File: config.mk
export PLATFORM = sky130hd
export DESIGN_NAME = mc_control
export DESIGN_NICKNAME = d
export VERILOG_FILES = /design/src/rtl/mc_pkg.sv /design/src/rtl/mc_decode.sv /design/src/rtl/mc_control.sv
export SDC_FILE = /design/constraint.sdc
export NUM_CORES = 1
export LEC_CHECK = 0
export CELL_PAD_IN_SITES_DETAIL_PLACEMENT = 1
export CELL_PAD_IN_SITES_GLOBAL_PLACEMENT = 2
export CORE_ASPECT_RATIO = 0.8
export CORE_MARGIN = 8
export CORE_UTILIZATION = 25
export DETAILED_ROUTE_END_ITERATION = 8
export GPL_TIMING_DRIVEN = 0
export PLACE_DENSITY = 0.83
export SLEW_MARGIN = 5
export SYNTH_ARGS = -nofsm -noshare
export SYNTH_HDL_FRONTEND = slang
export SYNTH_HIERARCHICAL = 1
export SYNTH_SLANG_ARGS = --single-unit
File: constraint.sdc
create_clock -name clk -period 1.6 [get_ports clk]
set_input_delay 0.16 -clock clk [delete_from_list [all_inputs] [get_ports clk]]
set_output_delay 0.16 -clock clk [all_outputs]
set_load 0.02 [all_outputs]
File: src/rtl/mc_pkg.sv
// ----------------------------------------------------------------------------
// mc_pkg
// Shared types and encodings for the multicycle processor control unit.
//   state_t        : control FSM states
//   OP_*           : instruction opcodes (instr[31:26])
//   ALU_OP_*       : alu_op encodings seen by the ALU control
//   PC_SRC_*       : pc_src mux encodings
//   SRC_B_*        : alu_src_b mux encodings
// The andi/ori opcodes are only decoded when ZERO_EXTEND_EN is defined
// (see mc_decode); their encodings live here unconditionally.
// ----------------------------------------------------------------------------
package mc_pkg;

    typedef enum logic [3:0] {
        RST_S,
        FETCH,
        DECODE,
        MEMADR,
        MEMRD,
        MEMWB,
        MEMWR,
        EXEC,
        ALUWB,
        BRANCH,
        IEXEC,
        IWB,
        JUMP
    } state_t;

    localparam logic [5:0] OP_RTYPE = 6'b000000;
    localparam logic [5:0] OP_LW    = 6'b100011;
    localparam logic [5:0] OP_SW    = 6'b101011;
    localparam logic [5:0] OP_BEQ   = 6'b000100;
    localparam logic [5:0] OP_ADDI  = 6'b001000;
    localparam logic [5:0] OP_J     = 6'b000010;
    localparam logic [5:0] OP_ANDI  = 6'b001100;
    localparam logic [5:0] OP_ORI   = 6'b001101;

    localparam logic [1:0] ALU_OP_ADD   = 2'b00;
    localparam logic [1:0] ALU_OP_SUB   = 2'b01;
    localparam logic [1:0] ALU_OP_FUNCT = 2'b10;
    localparam logic [1:0] ALU_OP_LOGIC = 2'b11;

    localparam logic [1:0] PC_SRC_INC    = 2'b00;
    localparam logic [1:0] PC_SRC_BRANCH = 2'b01;
    localparam logic [1:0] PC_SRC_JUMP   = 2'b10;

    localparam logic [1:0] SRC_B_REG    = 2'b00;
    localparam logic [1:0] SRC_B_FOUR   = 2'b01;
    localparam logic [1:0] SRC_B_IMM    = 2'b10;
    localparam logic [1:0] SRC_B_BRANCH = 2'b11;

    // States that wait on mem_ready and are therefore subject to the timeout.
    function automatic logic is_mem_wait_state(input state_t s);
        return (s == FETCH) || (s == MEMRD) || (s == MEMWR);
    endfunction

endpackage

File: src/rtl/mc_decode.sv
// ----------------------------------------------------------------------------
// mc_decode
// Purely combinational opcode decoder for the control FSM.
// Ports:
//   opcode      in  [5:0] instr[31:26]
//   decode_next out state_t  state to enter after DECODE (FETCH if illegal)
//   illegal     out 1        opcode is not supported
//   is_load     out 1        opcode is lw (selects MEMRD vs MEMWR)
//   zext        out 1        immediate-form logic op needing zero extension
// Macro ZERO_EXTEND_EN: when defined, andi/ori decode to IEXEC with zext=1;
// otherwise they fall into the illegal path and zext is constant 0.
// ----------------------------------------------------------------------------
module mc_decode
    import mc_pkg::*;
(
    input  logic [5:0] opcode,
    output state_t     decode_next,
    output logic       illegal,
    output logic       is_load,
    output logic       zext
);

    always_comb begin
        decode_next = FETCH;
        illegal     = 1'b0;
        zext        = 1'b0;
        case (opcode)
            OP_RTYPE:       decode_next = EXEC;
            OP_LW, OP_SW:   decode_next = MEMADR;
            OP_BEQ:         decode_next = BRANCH;
            OP_ADDI:        decode_next = IEXEC;
            OP_J:           decode_next = JUMP;
`ifdef ZERO_EXTEND_EN
            OP_ANDI, OP_ORI: begin
                decode_next = IEXEC;
                zext        = 1'b1;
            end
`endif
            default:        illegal = 1'b1;
        endcase
    end

    assign is_load = (opcode == OP_LW);

endmodule

File: src/rtl/mc_control.sv
// ----------------------------------------------------------------------------
// mc_control
// Control FSM of a multicycle MIPS-style datapath with a memory-wait timeout.
// Parameter:
//   MEM_TIMEOUT  wait cycles allowed in FETCH/MEMRD/MEMWR before abort
// Ports:
//   clk, reset                 rising-edge clock, synchronous active-high reset
//   opcode [5:0]               instr[31:26] from the instruction register
//   zero                       ALU zero flag (beq)
//   mem_ready                  memory access completes this cycle
//   pc_write, ir_write, mem_write, reg_write          write enables
//   iord, reg_dst, mem_to_reg, alu_src_a              1-bit selects
//   alu_src_b [1:0], alu_op [1:0], pc_src [1:0]      2-bit selects
//   ext_op                     immediate extension: 0 sign, 1 zero
//   illegal_op, mem_err        one-cycle error pulses
// Macro ZERO_EXTEND_EN (handled in mc_decode) enables andi/ori.
// ----------------------------------------------------------------------------
module mc_control
    import mc_pkg::*;
#(
    parameter int MEM_TIMEOUT = 15
) (
    input  logic       clk,
    input  logic       reset,
    input  logic [5:0] opcode,
    input  logic       zero,
    input  logic       mem_ready,
    output logic       pc_write,
    output logic       ir_write,
    output logic       mem_write,
    output logic       reg_write,
    output logic       iord,
    output logic       reg_dst,
    output logic       mem_to_reg,
    output logic       alu_src_a,
    output logic [1:0] alu_src_b,
    output logic [1:0] alu_op,
    output logic [1:0] pc_src,
    output logic       ext_op,
    output logic       illegal_op,
    output logic       mem_err
);

    localparam int CW = $clog2(MEM_TIMEOUT + 1);
    localparam logic [CW-1:0] LAST_WAIT = CW'(MEM_TIMEOUT - 1);

    state_t          state_q, state_d;
    logic [CW-1:0]   wait_cnt_q, wait_cnt_d;
    logic            mem_timeout;

    state_t          dec_next;
    logic            dec_illegal;
    logic            dec_is_load;
    logic            dec_zext;

    mc_decode u_decode (
        .opcode      (opcode),
        .decode_next (dec_next),
        .illegal     (dec_illegal),
        .is_load     (dec_is_load),
        .zext        (dec_zext)
    );

    // The counter only advances while a wait state is stalled; any state
    // change (including the timeout return to FETCH) lets it fall to zero.
    always_comb begin
        mem_timeout = 1'b0;
        wait_cnt_d  = '0;
        if (is_mem_wait_state(state_q) && !mem_ready) begin
            if (wait_cnt_q == LAST_WAIT) begin
                mem_timeout = 1'b1;
            end else begin
                wait_cnt_d = wait_cnt_q + CW'(1);
            end
        end
    end

    // Next state and Moore/Mealy outputs; everything defaults to 0 so each
    // state lists only what it asserts.
    always_comb begin
        state_d    = state_q;
        pc_write   = 1'b0;
        ir_write   = 1'b0;
        mem_write  = 1'b0;
        reg_write  = 1'b0;
        iord       = 1'b0;
        reg_dst    = 1'b0;
        mem_to_reg = 1'b0;
        alu_src_a  = 1'b0;
        alu_src_b  = SRC_B_REG;
        alu_op     = ALU_OP_ADD;
        pc_src     = PC_SRC_INC;
        ext_op     = 1'b0;
        illegal_op = 1'b0;
        mem_err    = mem_timeout;

        case (state_q)
            RST_S: state_d = FETCH;

            FETCH: begin
                if (mem_ready) begin
                    ir_write  = 1'b1;
                    pc_write  = 1'b1;
                    alu_src_b = SRC_B_FOUR;
                    pc_src    = PC_SRC_INC;
                    state_d   = DECODE;
                end else if (mem_timeout) begin
                    state_d = FETCH;
                end
            end

            DECODE: begin
                alu_src_b  = SRC_B_BRANCH;
                illegal_op = dec_illegal;
                state_d    = dec_next;
            end

            MEMADR: begin
                alu_src_a = 1'b1;
                alu_src_b = SRC_B_IMM;
                state_d   = dec_is_load ? MEMRD : MEMWR;
            end

            MEMRD: begin
                iord = 1'b1;
                if (mem_ready) begin
                    state_d = MEMWB;
                end else if (mem_timeout) begin
                    state_d = FETCH;
                end
            end

            MEMWB: begin
                reg_write  = 1'b1;
                mem_to_reg = 1'b1;
                state_d    = FETCH;
            end

            MEMWR: begin
                iord = 1'b1;
                if (mem_ready) begin
                    mem_write = 1'b1;
                    state_d   = FETCH;
                end else if (mem_timeout) begin
                    state_d = FETCH;
                end
            end

            EXEC: begin
                alu_op  = ALU_OP_FUNCT;
                state_d = ALUWB;
            end

            ALUWB: begin
                reg_write = 1'b1;
                reg_dst   = 1'b1;
                state_d   = FETCH;
            end

            BRANCH: begin
                alu_op   = ALU_OP_SUB;
                pc_src   = PC_SRC_BRANCH;
                pc_write = zero;
                state_d  = FETCH;
            end

            // The zero-extended logic ops share the addi path; dec_zext is
            // constant 0 unless ZERO_EXTEND_EN is defined.
            IEXEC: begin
                alu_src_a = 1'b1;
                alu_src_b = SRC_B_IMM;
                alu_op    = dec_zext ? ALU_OP_LOGIC : ALU_OP_ADD;
                ext_op    = dec_zext;
                state_d   = IWB;
            end

            IWB: begin
                reg_write = 1'b1;
                ext_op    = dec_zext;
                state_d   = FETCH;
            end

            JUMP: begin
                pc_src   = PC_SRC_JUMP;
                pc_write = 1'b1;
                state_d  = FETCH;
            end

            default: state_d = RST_S;
        endcase
    end

    // State and wait counter; reset overrides any in-flight access.
    always_ff @(posedge clk) begin
        if (reset) begin
            state_q    <= RST_S;
            wait_cnt_q <= '0;
        end else begin
            state_q    <= state_d;
            wait_cnt_q <= wait_cnt_d;
        end
    end

endmodule
==> impl_results.md <==
- Final Max Slew Viols: 0
- R2R Path End: state_q[0]$_SDFF_PP0_
- Setup violations, final: 0
- Register bit total from synthesis: 8
- # clock sinks: 8
- DR vias: 912
- R2R Setup Slk: 0.33 ns
- Layout area overhead: 40.3%
- Main synth FF type: dfxtp_1
- RSZ-0062 raised after global routing: true
- Gate count of the mapped netlist: 113
- Post-CTS Hold Fix Bufs: 0
- WP buf/inv: 2
- Longest Clk Path Bufs: 2
- First-pass GRT wire length: 4370 um
- R2r startpoint: wait_cnt_q[0]$_SDFF_PP0_
- Delay-heaviest family, CP: buffers and inverters
- Final setup skew: 0.00103 ns
- CP peak stage delay: 0.43 ns
- Fill cells: 425
- Reg2reg path depth: 5
- Pre-Repair DR Iteration Count: 4
- Leakage power: 0.492 nW
- Final Critical Period: 1.52 ns
- Starting DRT DRC Count: 45
- CP Launch Type: input pin
- Synth top cells by count: 17 x nor2_1, 8 x dfxtp_1, 6 x nand2b_1, 6 x nor3_1, 5 x nand2_1
- Core Box Area: 0.00338 mm2
- YS warnings: 6
- Die area: 0.00561 mm2
- Routing usage on met1: 12.0%
- Post-DP HPWL: 2110 um
- Residual DRC: 0
- Post-synth top area cell: dfxtp_1
- Worst-path clk slew: 0.04 ns
- Starting Density: 25.6%
- Total grt overflow: 0
- Min-delay worst type: in2reg
- DRT Wirelength: 2670 um
- Sequential cell area fraction in the yosys report: 18.5%
- Top Ports: 27
- Critical path class: in2out
- CTS tree: built
- Worst Path Max Fanout: 7
- Critical path endpoint category: output pin
- Async S/R FF share, synth: 0%
- Post-synthesis cell type count: 47
- Slowest cell on crit path: nor4_1
- Routed len/inst: 14.7 um
- Avg Inst Size Synth: 7.66 um2
- Vias per cell: 5.01
- Post-synth EDFFs: 0
- Syn_nets: 125
- Final period util: 95.1%
- PD cells: 631 mW/mm2
- GR peak layer: met2
- Worst VDD drop: 0.375 mV
- Routed Antenna Nets: 0
- CP cell instances: dlygate4sd2_1, nor4_1, o31ai_2, nand2_1, nor2_1, clkdlybuf4s15_2
- Layout cells sized above 1: 32.9%
- Cell with the most instances after synthesis: nor2_1
- Met2 usage: 16.3%
- H-tree depth: 1
- Die extent in y: 68.6 um
- Cts bufs inserted: 3
- WP data arrival: 1.36 ns
- Pin count of the biggest net entering global routing: 11
- IO buf count: 22
- Inserted Diodes: 0
- Root buffer cell: clkbuf_8
- Vias in the first global route: 953
- Top cells by area, synth: dfxtp_1 18%, nor2_1 7.4%, buf_6 5.2%
- Final Hold Fails: 0
- Final Power: 0.000767 W
- Row count: 19
- CP Capture Point: illegal_op
- Antenna violations before repair: 0
- FMAX: 657 MHz
- # nets final: 154
- Status: finished clean
- Synthesized cell area: 866 um2
- Worst path depth: 6
- Share of the synthesized area in the top cell type: 18.5%
- WHS: 0.392 ns
- Crit. Startpoint: opcode[0]
- Max-Cap Viols: 0
- GP Congestion: 0.851
- Clk_lat worst skew: 0.22 ns
- GRT Total Usage: 9.72%
- Met3 Usage GRT: 3.76%
- Die Wd: 81.8 um
- CP required: 1.44 ns
## state kept, by name, indices dropped and copies added (netlist names)
| signal | flops |
|---|---|
| state_q | 4 |
| wait_cnt_q | 4 |
## kinds of logic (layout without fill, tap and decap cells)
group,Yosys count,in the layout,synth area share (%)
buffers and inverters,14,41,11.3
adders and majority gates,2,2,2.89
muxes,2,2,2.31
DFF,8,8,18.5
xor gates and xnor gates,5,5,5.06
other,1,1,0.433
and+or+nand+nor,54,54,36.7
AOI/OAI and AO/OA,27,27,22.8
## cell type report
| class | count | area (um2) | area share, % |
|---|---|---|---|
| Multi-Input combinational cell | 91 | 649 | 53.4 |
| Timing Repair Buffer | 24 | 191 | 15.8 |
| Sequential cell | 8 | 165 | 13.6 |
| Buffer | 11 | 104 | 8.55 |
| Tap cell | 42 | 52.6 | 4.33 |
| Clock buffer | 3 | 41.3 | 3.40 |
| Inverter | 3 | 11.3 | 0.927 |
## what timing repair did
item                       CTS  global route
gates cloned                 0             0
gates resized for setup     53            29
pin swaps                    0             3
setup buffers                0             2
setup endpoints to repair   18            14
## metrics by stage
stage / TNS (ns) / cells / area [um2] / util, % / worst slack (ns)
after floorplan: 0 / 113 / 866 / - / 0.0541
after global placement: -3.14 / 177 / 1140 / 33.7 / -0.562
after detailed placement: -3.66 / 177 / 1140 / 33.7 / -0.603
after CTS: -0.0155 / 180 / 1170 / 34.5 / -0.0155
after global routing: -0.00278 / 182 / 1210 / 36.0 / -0.00278
final: 0 / 182 / 1210 / 36.0 / 0.0777
## worst min-delay path by stage
stage                                        start                  endpoint  slack, ns  cells after the start
after CTS                                mem_ready     state_q[2]$_SDFF_PP0_       0.40                      3
after floorplan                              reset     state_q[0]$_SDFF_PP0_       0.34                      2
after detailed placement  wait_cnt_q[0]$_SDFF_PP0_  wait_cnt_q[0]$_SDFF_PP0_       0.47                      1
final                                    mem_ready  wait_cnt_q[1]$_SDFF_PP0_       0.39                      4
after global routing                     mem_ready  wait_cnt_q[1]$_SDFF_PP0_       0.44                      4
after global placement    wait_cnt_q[0]$_SDFF_PP0_  wait_cnt_q[0]$_SDFF_PP0_       0.44                      1
## layout by cell type, fill, tap and decap left out, types with 3 or more instances in the layout
cell	n
a21oi_1	4
inv_1	3
nor3_1	5
nand2_1	5
o21ai_0	3
clkbuf_8	3
clkbuf_2	5
buf_6	4
nand3_1	4
dlygate4sd2_1	4
buf_4	7
nor2_1	15
buf_2	6
dfxtp_1	6
nand2b_1	6
xor2_1	3
## layer usage
metal	share of wire, %	up-vias
li1	-	456
met1	47	437
met2	48	19
met3	5.4	0
met4	0	0
met5	0	-
## tightest hold or removal path: stages
cell       delay (ns)
buf_2            0.19
nor2_2           0.07
o2111ai_2        0.09
nor2_1           0.05
## power by group
| group | switching, W | internal, W |
|---|---|---|
| combinational | 0.000163 | 0.000137 |
| sequential | 0.0000186 | 0.000214 |
| clock | 0.0000727 | 0.000162 |
| total | 0.000254 | 0.000513 |
No activity file was read; power rests on OpenSTA's default activity.
